`config.mk`:
```
export PLATFORM = sky130hd
export DESIGN_NAME = measure_capture_flat
export DESIGN_NICKNAME = d
export VERILOG_FILES = /design/src/rtl/measure_capture_if.sv /design/src/rtl/measure_capture.sv /design/src/flat_wrapper.sv
export SDC_FILE = /design/constraint.sdc
export NUM_CORES = 1
export LEC_CHECK = 0
export BUFFER_PORTS_ARGS = -buffer_cell sky130_fd_sc_hd__buf_2
export CAP_MARGIN = 20
export CORE_ASPECT_RATIO = 1.1
export CORE_UTILIZATION = 40
export DETAILED_ROUTE_END_ITERATION = 16
export GPL_TIMING_DRIVEN = 0
export HOLD_SLACK_MARGIN = 0.12
export SYNTH_ARGS = -nofsm -noshare
export SYNTH_HDL_FRONTEND = slang
export SYNTH_SLANG_ARGS = --single-unit
```
`constraint.sdc`:
```
create_clock -name clk_in -period 11.35 [get_ports clk_in]
set_input_delay 0.5675 -clock clk_in [delete_from_list [all_inputs] [get_ports clk_in]]
set_output_delay 0.5675 -clock clk_in [all_outputs]
set_load 0.02 [all_outputs]
```
`src/rtl/measure_capture_if.sv`:
```
// measure_capture_if: bundles the strobe, ADC, configuration and result
// signals of measure_capture. Clock and reset stay outside the interface.
//   master : sequencer/host side (drives strobes, ADC data, config)
//   slave  : measure_capture side (drives levels, results, statistics)
interface measure_capture_if #(
   parameter int ADC_W = 14
);
   logic              verify_trigger;
   logic              trigger;
   logic [ADC_W-1:0]  adc_data;
   logic              adc_valid;
   logic [31:0]       settle_dur;
   logic [ADC_W-1:0]  threshold;
   logic              clear_stats;
   logic [ADC_W-1:0]  ref_level;
   logic [ADC_W-1:0]  meas_level;
   logic              result_valid;
   logic              switched;
   logic              missing_ref;
   logic [31:0]       total_count;
   logic [31:0]       switch_count;
   logic              busy;
   logic              overrun;

   modport master (
      output verify_trigger, trigger, adc_data, adc_valid, settle_dur,
             threshold, clear_stats,
      input  ref_level, meas_level, result_valid, switched, missing_ref,
             total_count, switch_count, busy, overrun
   );

   modport slave (
      input  verify_trigger, trigger, adc_data, adc_valid, settle_dur,
             threshold, clear_stats,
      output ref_level, meas_level, result_valid, switched, missing_ref,
             total_count, switch_count, busy, overrun
   );
endinterface

```
`src/rtl/measure_capture.sv`:
```
// measure_capture: after a verify_trigger (reference) or trigger (post-write)
// strobe, waits settle_dur cycles, averages 2^ACC_LOG2 ADC samples and stores
// the result as ref_level or meas_level. A post-write measurement with a
// reference held is compared against threshold and counted.
//
// Ports:
//   clk_in, rst_in          clock, asynchronous active-high reset
//   bus (slave modport)     strobes, ADC samples, settle/threshold config,
//                           clear_stats in; levels, result strobes,
//                           statistics, busy and overrun out
//
// Build option: define MEAS_SIGNED_EN to treat samples and levels as two's
// complement (threshold stays non-negative). Default is unsigned.
//
// state  | meaning
// IDLE   | waiting for a strobe
// SETTLE | counting settle cycles before sampling
// ACQ    | accumulating valid ADC samples
// DONE   | averaging, storing level, comparing and counting
module measure_capture #(
   parameter int ADC_W    = 14,
   parameter int ACC_LOG2 = 4,
   parameter int DLY_W    = 22
) (
   input  logic             clk_in,
   input  logic             rst_in,
   measure_capture_if.slave bus
);

   localparam int ACC_W = ADC_W + ACC_LOG2;
   localparam int CNT_W = ACC_LOG2 + 1;
   localparam logic [CNT_W-1:0] LAST_SAMPLE = CNT_W'((1 << ACC_LOG2) - 1);
   localparam logic [ADC_W:0]   DIFF_ONE    = {{ADC_W{1'b0}}, 1'b1};

   localparam logic [1:0] S_IDLE   = 2'd0;
   localparam logic [1:0] S_SETTLE = 2'd1;
   localparam logic [1:0] S_ACQ    = 2'd2;
   localparam logic [1:0] S_DONE   = 2'd3;

   localparam logic SLOT_REF  = 1'b0;
   localparam logic SLOT_MEAS = 1'b1;

   logic [1:0]       state;
   logic             slot;
   logic [DLY_W-1:0] settle_cnt;
   logic [ACC_W-1:0] acc;
   logic [CNT_W-1:0] sample_cnt;
   logic             ref_held;

   logic [ADC_W-1:0] ref_level_q;
   logic [ADC_W-1:0] meas_level_q;
   logic             result_valid_q;
   logic             switched_q;
   logic             missing_ref_q;
   logic [31:0]      total_q;
   logic [31:0]      switch_q;
   logic             overrun_q;

   logic [ACC_W-1:0] adc_ext;
   logic [ADC_W-1:0] avg;
   logic [ADC_W:0]   avg_x;
   logic [ADC_W:0]   ref_x;
   logic [ADC_W:0]   diff;
   logic [ADC_W:0]   diff_mag;
   logic             is_switch;
   logic             compare_now;
   logic             overrun_set;
   logic             settle_unused;

   assign settle_unused = &{1'b0, bus.settle_dur[31:DLY_W]};

   // Truncating the arithmetic shift back to ADC_W bits is the same bit slice
   // in both builds; only the extension of samples and levels differs.
   assign avg = acc[ACC_LOG2 +: ADC_W];

`ifdef MEAS_SIGNED_EN
   assign adc_ext = {{ACC_LOG2{bus.adc_data[ADC_W-1]}}, bus.adc_data};
   assign avg_x   = {avg[ADC_W-1], avg};
   assign ref_x   = {ref_level_q[ADC_W-1], ref_level_q};
`else
   assign adc_ext = {{ACC_LOG2{1'b0}}, bus.adc_data};
   assign avg_x   = {1'b0, avg};
   assign ref_x   = {1'b0, ref_level_q};
`endif

   // One extra bit holds any difference of two ADC_W-bit values, so the
   // magnitude never wraps.
   always_comb begin
      diff     = avg_x - ref_x;
      diff_mag = diff;
      if (diff[ADC_W]) begin
         diff_mag = (~diff) + DIFF_ONE;
      end
   end

   assign is_switch   = diff_mag > {1'b0, bus.threshold};
   assign compare_now = (state == S_DONE) && (slot == SLOT_MEAS) && ref_held;

   // DONE counts as busy, so a strobe in the cycle busy falls is dropped too.
   assign overrun_set = (state != S_IDLE) ?
                        (bus.verify_trigger | bus.trigger) :
                        (bus.verify_trigger & bus.trigger);

   always_ff @(posedge clk_in or posedge rst_in) begin
      if (rst_in) begin
         state          <= S_IDLE;
         slot           <= SLOT_REF;
         settle_cnt     <= '0;
         acc            <= '0;
         sample_cnt     <= '0;
         ref_held       <= 1'b0;
         ref_level_q    <= '0;
         meas_level_q   <= '0;
         result_valid_q <= 1'b0;
         switched_q     <= 1'b0;
         missing_ref_q  <= 1'b0;
      end else begin
         result_valid_q <= 1'b0;
         missing_ref_q  <= 1'b0;
         case (state)
            S_IDLE: begin
               if (bus.verify_trigger || bus.trigger) begin
                  slot       <= bus.verify_trigger ? SLOT_REF : SLOT_MEAS;
                  state      <= S_SETTLE;
                  settle_cnt <= '0;
                  acc        <= '0;
                  sample_cnt <= '0;
               end
            end
            S_SETTLE: begin
               if (settle_cnt == bus.settle_dur[DLY_W-1:0]) begin
                  state <= S_ACQ;
               end else begin
                  settle_cnt <= settle_cnt + DLY_W'(1);
               end
            end
            S_ACQ: begin
               if (bus.adc_valid) begin
                  acc        <= acc + adc_ext;
                  sample_cnt <= sample_cnt + CNT_W'(1);
                  if (sample_cnt == LAST_SAMPLE) begin
                     state <= S_DONE;
                  end
               end
            end
            default: begin
               state <= S_IDLE;
               if (slot == SLOT_REF) begin
                  ref_level_q <= avg;
                  ref_held    <= 1'b1;
               end else begin
                  meas_level_q <= avg;
                  if (ref_held) begin
                     switched_q     <= is_switch;
                     result_valid_q <= 1'b1;
                     ref_held       <= 1'b0;
                  end else begin
                     missing_ref_q <= 1'b1;
                  end
               end
            end
         endcase
      end
   end

   always_ff @(posedge clk_in or posedge rst_in) begin
      if (rst_in) begin
         total_q   <= '0;
         switch_q  <= '0;
         overrun_q <= 1'b0;
      end else if (bus.clear_stats) begin
         total_q   <= '0;
         switch_q  <= '0;
         overrun_q <= 1'b0;
      end else begin
         if (overrun_set) begin
            overrun_q <= 1'b1;
         end
         if (compare_now) begin
            if (total_q != '1) begin
               total_q <= total_q + 32'd1;
            end
            if (is_switch && (switch_q != '1)) begin
               switch_q <= switch_q + 32'd1;
            end
         end
      end
   end

   assign bus.ref_level    = ref_level_q;
   assign bus.meas_level   = meas_level_q;
   assign bus.result_valid = result_valid_q;
   assign bus.switched     = switched_q;
   assign bus.missing_ref  = missing_ref_q;
   assign bus.total_count  = total_q;
   assign bus.switch_count = switch_q;
   assign bus.busy         = (state != S_IDLE);
   assign bus.overrun      = overrun_q;

endmodule
```
`src/flat_wrapper.sv`:
```
// flat-port wrapper written by rule: the top's interface ports become plain ports
module measure_capture_flat 
#(
   parameter int ADC_W    = 14,
   parameter int ACC_LOG2 = 4,
   parameter int DLY_W    = 22
)
  (clk_in, rst_in, bus_verify_trigger, bus_trigger, bus_adc_data, bus_adc_valid, bus_settle_dur, bus_threshold, bus_clear_stats, bus_ref_level, bus_meas_level, bus_result_valid, bus_switched, bus_missing_ref, bus_total_count, bus_switch_count, bus_busy, bus_overrun);
  measure_capture_if #(.ADC_W(ADC_W)) bus_i ();
  input  logic clk_in;
  input  logic rst_in;
  input wire logic [$bits(bus_i.verify_trigger)-1:0] bus_verify_trigger;
  input wire logic [$bits(bus_i.trigger)-1:0] bus_trigger;
  input wire logic [$bits(bus_i.adc_data)-1:0] bus_adc_data;
  input wire logic [$bits(bus_i.adc_valid)-1:0] bus_adc_valid;
  input wire logic [$bits(bus_i.settle_dur)-1:0] bus_settle_dur;
  input wire logic [$bits(bus_i.threshold)-1:0] bus_threshold;
  input wire logic [$bits(bus_i.clear_stats)-1:0] bus_clear_stats;
  output wire logic [$bits(bus_i.ref_level)-1:0] bus_ref_level;
  output wire logic [$bits(bus_i.meas_level)-1:0] bus_meas_level;
  output wire logic [$bits(bus_i.result_valid)-1:0] bus_result_valid;
  output wire logic [$bits(bus_i.switched)-1:0] bus_switched;
  output wire logic [$bits(bus_i.missing_ref)-1:0] bus_missing_ref;
  output wire logic [$bits(bus_i.total_count)-1:0] bus_total_count;
  output wire logic [$bits(bus_i.switch_count)-1:0] bus_switch_count;
  output wire logic [$bits(bus_i.busy)-1:0] bus_busy;
  output wire logic [$bits(bus_i.overrun)-1:0] bus_overrun;
  assign bus_i.verify_trigger = bus_verify_trigger;
  assign bus_i.trigger = bus_trigger;
  assign bus_i.adc_data = bus_adc_data;
  assign bus_i.adc_valid = bus_adc_valid;
  assign bus_i.settle_dur = bus_settle_dur;
  assign bus_i.threshold = bus_threshold;
  assign bus_i.clear_stats = bus_clear_stats;
  assign bus_ref_level = bus_i.ref_level;
  assign bus_meas_level = bus_i.meas_level;
  assign bus_result_valid = bus_i.result_valid;
  assign bus_switched = bus_i.switched;
  assign bus_missing_ref = bus_i.missing_ref;
  assign bus_total_count = bus_i.total_count;
  assign bus_switch_count = bus_i.switch_count;
  assign bus_busy = bus_i.busy;
  assign bus_overrun = bus_i.overrun;
  measure_capture #(.ADC_W(ADC_W), .ACC_LOG2(ACC_LOG2), .DLY_W(DLY_W)) u_core (.clk_in(clk_in), .rst_in(rst_in), .bus(bus_i));
endmodule
```
* After elaboration in Yosys (flattened, before gate mapping)
Index checks and enable logic that the tools add are counted.
** Word-level totals
- Flip-flop bits (word level) :: 145
- Input port bits :: 66
- Logic and storage cells :: 93
** Cells by class
- $add $sub $neg :: 7
- $lt $le $gt $ge :: 1
- Equal/unequal tests :: 12
- Mux-type cells :: 32
- Bitwise operators :: 5
- Reduce and logical (&&, ||, !) cells :: 22
** Operators by type and width (count)
- 32-bit 2-to-1 mux :: 6
- 32-bit by 1-bit adder with 32-bit output (second input constant) :: 2
- 32-bit inequality test (second input constant) :: 2
- 22-bit 2-to-1 mux :: 2
- 22-bit one-hot mux with 2 select lines :: 1
- 18-bit 2-to-1 mux :: 2
- 18-bit one-hot mux with 2 select lines :: 1
- 22-bit by 1-bit adder with 22-bit output (second input constant) :: 1
- 22-bit equality test :: 1
- 18-bit by 14-bit adder with 18-bit output :: 1
- 15-bit by 1-bit adder with 15-bit output (second input constant) :: 1
- 15-bit by 14-bit greater-than comparator with 1-bit output :: 1
- 15-bit 2-to-1 mux :: 1
- 15-bit inverter :: 1
- 14-bit by 14-bit subtractor with 15-bit output :: 1
- 2-bit nonzero test :: 7
- 1-bit 2-to-1 mux :: 11
- 5-bit 2-to-1 mux :: 2
- 5-bit one-hot mux with 2 select lines :: 1
- 2-bit AND reduction :: 5
- 3-bit AND reduction :: 3
- 2-bit 2-to-1 mux :: 4
- 2-bit by 1-bit inequality test with 1-bit output (second input constant) :: 3
- 2-bit one-hot mux with 3 select lines :: 1
- 13 further kinds :: 18

* Depth between registers and ports, before layout
Gate-level depths: netlist of run 1.
- Depth in word-level cells :: 9
- Gate-level depth with buffers :: 25
- Depth with buffers taken out :: 23

* Worst setup path before layout of run 1
Ideal clock, no wire load.
- Path kind :: register -> register
- From :: register u_core.ref_level_q[0], in the netlist u_core.bus.ref_level[0]
- To :: register u_core.switch_q[9], in the netlist u_core.bus.switch_count[9]
- Library setup time :: 125 ps
- Arrival time :: 5114 ps
- Slack :: 6112 ps
- Cell stages (with the launch flop) :: 25
- Clock period less this slack :: 5238 ps
- Path through :: dfrtp_1 > ha_1 > inv_1 > fa_1 > a21o_1 > a221oi_2 > o21ai_2 > a21oi_2 > o21bai_1 > a21oi_1 > clkbuf_1 > nand2_1 > xnor2_1 > ha_1 > a21o_1 > a21o_1 > a21oi_1 > nor2_1 > a2111oi_0 > a22oi_1 > clkbuf_1 > a32o_1 > clkbuf_1 > nand3_1 > mux2_2
** Between the ends
- Longest elaborated chain between the ends :: 8
** Ends and longest elaborated chain
- from (decl) :: line measure_capture.sv:50 : logic [ADC_W-1:0] ref_level_q;
- from (signal assigned) :: line measure_capture.sv:149 : ref_level_q <= avg;
- 14-bit by 14-bit subtractor with 15-bit output * :: line measure_capture.sv:89 : diff = avg_x - ref_x;
- 15-bit inverter :: line measure_capture.sv:92 : diff_mag = (~diff) + DIFF_ONE;
- 15-bit by 1-bit adder with 15-bit output :: line measure_capture.sv:92
- 15-bit 2-to-1 mux * :: line measure_capture.sv:91 : if (diff[ADC_W]) begin
- 15-bit by 14-bit greater-than comparator with 1-bit output * :: line measure_capture.sv:96 : assign is_switch = diff_mag > {1'b0, bus.threshold};
- 1-bit logical AND * :: line measure_capture.sv:183 : if (is_switch && (switch_q != '1)) begin
- 2-bit nonzero test (no source line) *
- 2-bit AND reduction (no source line) *
- to (signal assigned) :: line measure_capture.sv:184 : switch_q <= switch_q + 32'd1;
- to (decl) :: line measure_capture.sv:56 : logic [31:0] switch_q;
Every way passes the cells marked *; elsewhere a longest branch is shown, timed or not.
A chain may end at the register's enable or synchronous reset.

* Final worst setup path of run 1
- From :: register u_core.acc[4]
- To :: register u_core.switch_q[9], in the netlist u_core.bus.switch_count[9]
** Between the ends
- Longest elaborated chain between the ends :: 8
** Ends and longest elaborated chain
- from (decl) :: line measure_capture.sv:46 : logic [ACC_W-1:0] acc;
- from (signal assigned) :: line measure_capture.sv:139 : acc <= acc + adc_ext;
- 14-bit by 14-bit subtractor with 15-bit output * :: line measure_capture.sv:89
- 15-bit inverter :: line measure_capture.sv:92
- 15-bit by 1-bit adder with 15-bit output :: line measure_capture.sv:92
- 15-bit 2-to-1 mux * :: line measure_capture.sv:91
- 15-bit by 14-bit greater-than comparator with 1-bit output * :: line measure_capture.sv:96
- 1-bit logical AND * :: line measure_capture.sv:183
- 2-bit nonzero test (no source line) *
- 2-bit AND reduction (no source line) *
Marks and branches as above.

==> results.ini, run 1 <==
[floorplanning]
die_area_sq_um = 23100
start_util = 0.408
row_count = 57
die_y_um = 159
ios = 163
core-area_sq_um = 22000
die_w_um = 145

[synthesis]
yosys-top-cells-count = 145 x dfrtp_1, 108 x nor2_1, 87 x nand2_1, 65 x xor2_1, 56 x inv_1
post-synth-top-area-cell = dfrtp_1
synth.most_common_cell = dfrtp_1
syn_nets = 1087
synth_edf_count = 0
syn_area_sq_um = 8990
synth_top_area_share = 0.404
synth_seq_area_share = 0.404
synth-seq-cells = 145
async_flop_share = 1.00
synth_area_leaders = dfrtp_1 40%, ha_1 7.4%, xor2_1 6.3%
synthCells = 966
ys_types = 73
ys.flop_type = dfrtp_1
synth_warnings = 0
syn_avg_cell_area_sq_um = 9.31

[power_and_ir_drop]
max-vdd-ir-drop_mv = 0.156
p_leak_uw = 0.00526
power_density_nw_per_um2 = 288

[setup_path]
cp-start-kind = flop
worstPathRequired_ps = 11660
worstSetupStartpoint = u_core.acc[4]$_DFFE_PP0P_
arrival_ps = 6760
cp_max_fo = 10
endpoint_kind = flop
r2r_start = u_core.acc[4]$_DFFE_PP0P_
crit_type = flop to flop

[layout]
fin_util = 0.487
insertedDiodeCount = 0
drive_above_1_share = 0.210
fillers = 2118
final_cell_area_sq_um = 10700
finalNonFillerCells = 1446
fin_nets = 1259
syn2layout_area_growth_pct = 19.3

[routing]
drtPass1Iterations = 4
drcViolationCount = 0
ant_nets = 0
dr_total_vias = 7384
routed_wl_um = 21200
dr_wl_met3_um = 733
wl_per_cell_um = 14.7
dr.max_layer_used = met4
drt-met1-wl_um = 9870
met2_length_um = 10400
drt_iter0_drc = 294
via_per_inst = 5.11

[clock_network]
cts_tree = done
ctsHoldBuffers = 0
cts_resized = 0
clkTransAtPathRegs_ps = 70
cts_root_buf = clkbuf_16
insertion_delay_ps = 430
clockBufferDepth = 2
cts_sinks = 145
cts_made_buffers = 17
cts_setup_buffers = 0
cts_max_level = 4

[global_routing]
antenna_found_initial = 0
grt_usage = 0.191
grt_pass1_vias = 7048
grt-ovfl-total = 0
grt_pass1_wl_um = 35800
grt_max_degree = 89

[sta]
fin_setup_tns_ps = 0
fin_crit_sh = 0.568
max_freq_mhz = 155
report.final.slew_viol_count = 0
relSlewSlack = 0.298
tightest_slew_ps = 1050
worst_clock_skew_ps = 19.2
timing.hold.ws_ps = 303
rsz0062_at_grt = false
hold_viol_final = 0
post-route-min-period_ps = 6450
setup_viol = 0

[place]
io_buffers = 152
place_congestion = 0.822
hpwl_um = 16100
place_area_sq_um = 10200
dp_cells = 1414

[worst_hold_path]
hold_path.class = primary input to async pin

[status]
outcome = finished clean

[job]
maxCapViolCount = 0

[worst max-delay path, stage by stage, from the launching register on]
cell and delay (ps):
dfrtp_1 390, inv_1 120, ha_1 170, inv_1 60, fa_1 400, a21o_1 220
a221oi_2 520, o21ai_2 100, a21oi_2 250, o21bai_1 90, a21oi_1 390, clkbuf_1 360
nand2_1 110, xnor2_1 150, ha_1 310, a21o_1 180, a21o_1 160, a21oi_1 130
nor2_1 50, a2111oi_0 420, a22oi_1 290, clkbuf_1 280, a32o_1 360, clkbuf_1 290
nand3_1 170, mux2_2 340
[sequential cells by signal, indices dropped and copies added, names as in the netlist]
register	flops
u_core.acc	18
u_core.bus.meas_level	14
u_core.slot	1
u_core.bus.total_count	32
u_core.bus.result_valid	1
u_core.bus.switch_count	32
u_core.bus.switched	1
u_core.bus.ref_level	14
u_core.bus.missing_ref	1
u_core.ref_held	1
u_core.sample_cnt	5
u_core.settle_cnt	22
u_core.state	2
u_core.bus.overrun	1
[kinds of logic (layout without fill, tap and decap cells)]
family / count (synthesis) / in the layout / share of synthesized area
buffers and inverters: 84 / 269 / 0.0365
adders and majority gates: 55 / 55 / 0.0782
AOI/OAI and AO/OA: 175 / 175 / 0.129
xor gates and xnor gates: 115 / 115 / 0.112
and+or+nand+nor: 356 / 356 / 0.196
DFF: 145 / 145 / 0.404
muxes: 36 / 36 / 0.0444
[cells in the final DEF (no fill, tap or decap), types with 6 or more instances in the layout]
cell	netlist	final
nand3_1	31	31
nand2_1	87	87
a211oi_1	8	8
o2111ai_1	6	6
inv_8	0	7
nand4_1	25	25
xor2_1	65	65
ha_1	53	53
nor2_1	108	108
o21ai_0	53	53
buf_2	3	155
mux2_2	31	31
and2_1	7	7
a21o_1	10	10
and4_1	10	10
clkbuf_16	0	17
o31ai_1	6	6
dfrtp_1	145	145
nor2b_1	10	10
or3_1	13	13
nand2b_1	10	10
xnor2_1	50	50
a21oi_1	37	37
inv_1	56	55
and3_1	28	28
nor3_1	11	11
clkbuf_1	22	22
[cell type report]
| type | count | area (sq um) | share of cell area |
|---|---|---|---|
| inverters | 56 | 215 | 0.0201 |
| clock inverters | 14 | 138 | 0.0128 |
| repair buffers | 153 | 788 | 0.0735 |
| plain buffers | 28 | 118 | 0.0110 |
| well taps | 295 | 369 | 0.0344 |
| multi-input cells | 737 | 5030 | 0.469 |
| clock buffers | 18 | 439 | 0.0409 |
| flip-flops and latches | 145 | 3630 | 0.338 |
[report_power, final]
group | switching [uW] | internal (uW)
clock | 252 | 298
sequential | 74.5 | 595
combinational | 1090 | 780
total | 1420 | 1670
[per-layer routing]
layer / track usage / vias to the layer above
li1: - / 3734
met1: 0.246 / 3522
met2: 0.323 / 112
met3: 0.0393 / 16
met4: 0.0571 / 0
met5: 0 / -
[stage by stage]
step	power, uW	setup slack, ps
floorplan	2160	6110
global placement	2540	4890
detailed placement	2570	4820
CTS	3140	4810
global route	3400	4400
finish	3090	4900
[worst paths after layout]
| kind | end | slack, ps | cells after the start |
|---|---|---|---|
| max | u_core.bus.switch_count[9]$_DFFE_PP0P_ | 4900 | 25 |
| min | u_core.settle_cnt[12]$_DFFE_PP0P_ | 300 | 2 |
| min reg2reg | u_core.bus.missing_ref$_DFF_PP0_ | 480 | 1 |
| max in group asynchronous | u_core.bus.switch_count[11]$_DFFE_PP0P_ | 10270 | 3 |
| max reg2reg | u_core.bus.switch_count[9]$_DFFE_PP0P_ | 4900 | 25 |
| min in group clk_in | u_core.slot$_DFFE_PP0P_ | 340 | 2 |
No activity file was read; power rests on OpenSTA's default activity.
==> run 2, diff against run 1 <==
Settings changed: ABC_AREA set to 1.
Clock period 11.35 ns to 6.5 ns, I/O delays scaled along.
==> run 2 against run 1 <==
Highest routed layer unchanged; combinational power is 120% higher; critical path type unchanged; total power is 100% higher; critical endpoint is now u_core.bus.switch_count[8]$_DFFE_PP0P_; clock-buffer cell count rose by 2.
==> results.ini, run 2 <==
[synthesis]
synth-seq-cells = 145
syn_avg_cell_area_sq_um = 7.02
synthMuxAreaShare = 0.00110
syn_area_sq_um = 10200
ys_types = 48
synth_seq_area_share = 0.355
synth_warnings = 0
synth_top_area_share = 0.355
async_flop_share = 1.00
syn_nets = 1577
yosys-top-cells-count = 335 x nand2_1, 233 x inv_1, 159 x nor2_1, 145 x dfrtp_1, 96 x o21ai_0
yosys.area_share.simple = 0.315
post-synth-top-area-cell = dfrtp_1
ys.flop_type = dfrtp_1
yosys.area_share.adder = 0.0688
synthXorXnorAreaFrac = 0.0384
synthCells = 1456
synth_area_leaders = dfrtp_1 35%, nand2_1 12%, inv_1 8.6%
synth.most_common_cell = nand2_1
synth_top_family_by_area = simple AND/OR/NAND/NOR gates
synth-compound-area-share = 0.113
synth_edf_count = 0

[floorplanning]
die_area_sq_um = 26200
die_y_um = 170
row_count = 61
die_w_um = 154
core-area_sq_um = 25200
ios = 163
start_util = 0.406

[clock_network]
cts_tree = done
cts_root_buf = clkbuf_16
clockBufferDepth = 2
clkTransAtPathRegs_ps = 60
cts_sinks = 145
insertion_delay_ps = 420
cts_made_buffers = 17
cts_max_level = 4
cts_resized = 0

[setup_path]
worstPathRequired_ps = 6800
slowest_delay_ps = 410
cp-start-kind = flop
endpoint_kind = flop
cp_max_fo = 10
r2r_start = u_core.acc[4]$_DFFE_PP0P_
reg2reg_to = u_core.bus.switch_count[8]$_DFFE_PP0P_
cp_common_cell = nand2_1
crit_type = flop to flop
critPathSlowestCell = fa_1
regToRegSetupSlack_ps = 2330
arrival_ps = 4470
reg2reg_depth = 29

[layout]
insertedDiodeCount = 0
final_common_cell = nand2_1
fin_nets = 1749
syn2layout_area_growth_pct = 17.5
drive_above_1_share = 0.141
fin_util = 0.477
finalNonFillerCells = 1956
layout_common_cells = 335 x nand2_1, 232 x inv_1, 161 x buf_2

[routing]
dr_total_vias = 10031
drtPass1Iterations = 5
via_per_inst = 5.13
wl_per_cell_um = 14.1
drt_iter0_drc = 605
drcViolationCount = 0
ant_nets = 0
routed_wl_um = 27600

[sta]
post-route-min-period_ps = 4170
rsz0062_at_grt = false
worst_clock_skew_ps = 11.4
setup_viol = 0
hold_viol_final = 0
report.final.slew_viol_count = 0
fin_setup_tns_ps = 0
max_freq_mhz = 240
relSlewSlack = 0.517
tightest_slew_ps = 722
fin_crit_sh = 0.642

[worst_hold_path]
hp-start = bus_verify_trigger
min_path_cells = 3
hold_path.class = primary input to flop
min_to = u_core.slot$_DFFE_PP0P_

[place]
dp_cells = 1923
place_congestion = 0.896
io_buffers = 151
hpwl_um = 21200

[power_and_ir_drop]
max-vdd-ir-drop_mv = 0.380
p_leak_uw = 0.00601
power_density_nw_per_um2 = 521

[global_routing]
antenna_found_initial = 0
grt-ovfl-total = 0
grt_usage = 0.216
grt_pass1_wl_um = 45700
grt_pass1_vias = 9497
grt_max_degree = 88

[job]
maxCapViolCount = 0

[status]
outcome = finished clean

==> run 2: cell type report <==
type,count,area [sq um]
Clock buffer,20,467
Timing Repair Buffer,153,793
Sequential cell,145,3630
Clock inverter,12,134
Buffer,33,216
Multi-Input combinational cell,1041,5490
Tap cell,315,394
Fill cell,2658,13200
Inverter,237,895
==> run 2: per-layer routing <==
| metal | vias to the layer above | share of wire | GRT usage |
|---|---|---|---|
| li1 | 5091 | - | - |
| met1 | 4683 | 0.47 | 0.283 |
| met2 | 221 | 0.47 | 0.360 |
| met3 | 36 | 0.041 | 0.0291 |
| met4 | 0 | 0.024 | 0.0857 |
| met5 | - | 0 | 0 |
==> run 2: report_power, final <==
part           total, uW  internal (uW)  switching [uW]
logic               4060           1540            2520
registers           1200           1060             137
clock network        999            596             402
==> run 2: cell families (layout without fill, tap and decap cells) <==
| group | count (synthesis) | count (layout) |
|---|---|---|
| AO/OA/AOI/OAI | 211 | 211 |
| XOR/XNOR | 44 | 44 |
| adder cells (fa/ha/maj) | 55 | 55 |
| buffers and inverters | 270 | 455 |
| flip-flops | 145 | 145 |
| multiplexers | 1 | 1 |
| AND/OR/NAND/NOR | 730 | 730 |
==> run 2: what timing repair did <==
action,4_1_cts,5_1_grt
hold endpoints to repair,58,0
hold buffers,1,0
buffers inserted,0,0
==> run 2: metrics by stage <==
step           hold slack [ps]  setup WS (ps)  power [uW]  area, sq um
2_1_floorplan              426           2280        4340        10200
3_3_place_gp               465            184        5230        11400
3_5_place_dp               452           2260        5300        11400
4_1_cts                    223           2260        6320        12000
5_1_grt                    250           1820        6880        12000
6_report                   229           2330        6260        12000
==> run 2: worst max-delay path by stage <==
stage / depth (start not counted) / slack (ps) / endpoint / startpoint
2_1_floorplan: 1 / 2280 / u_core.acc[0]$_DFFE_PP0P_ / rst_in
3_3_place_gp: 2 / 180 / u_core.bus.switch_count[16]$_DFFE_PP0P_ / rst_in
3_5_place_dp: 29 / 2260 / u_core.bus.switch_count[8]$_DFFE_PP0P_ / u_core.acc[4]$_DFFE_PP0P_
4_1_cts: 29 / 2260 / u_core.bus.switch_count[8]$_DFFE_PP0P_ / u_core.acc[4]$_DFFE_PP0P_
5_1_grt: 29 / 1820 / u_core.bus.switch_count[8]$_DFFE_PP0P_ / u_core.acc[4]$_DFFE_PP0P_
6_report: 29 / 2330 / u_core.bus.switch_count[8]$_DFFE_PP0P_ / u_core.acc[4]$_DFFE_PP0P_
==> run 2: critical path: cells and delay by family, from the launching register on <==
family	cells	cell delay (ps)
AND/OR/NAND/NOR	15	1300
adder cells (fa/ha/maj)	3	890
buffers and inverters	6	770
AO/OA/AOI/OAI	4	560
flip-flops	1	380
XOR/XNOR	1	150
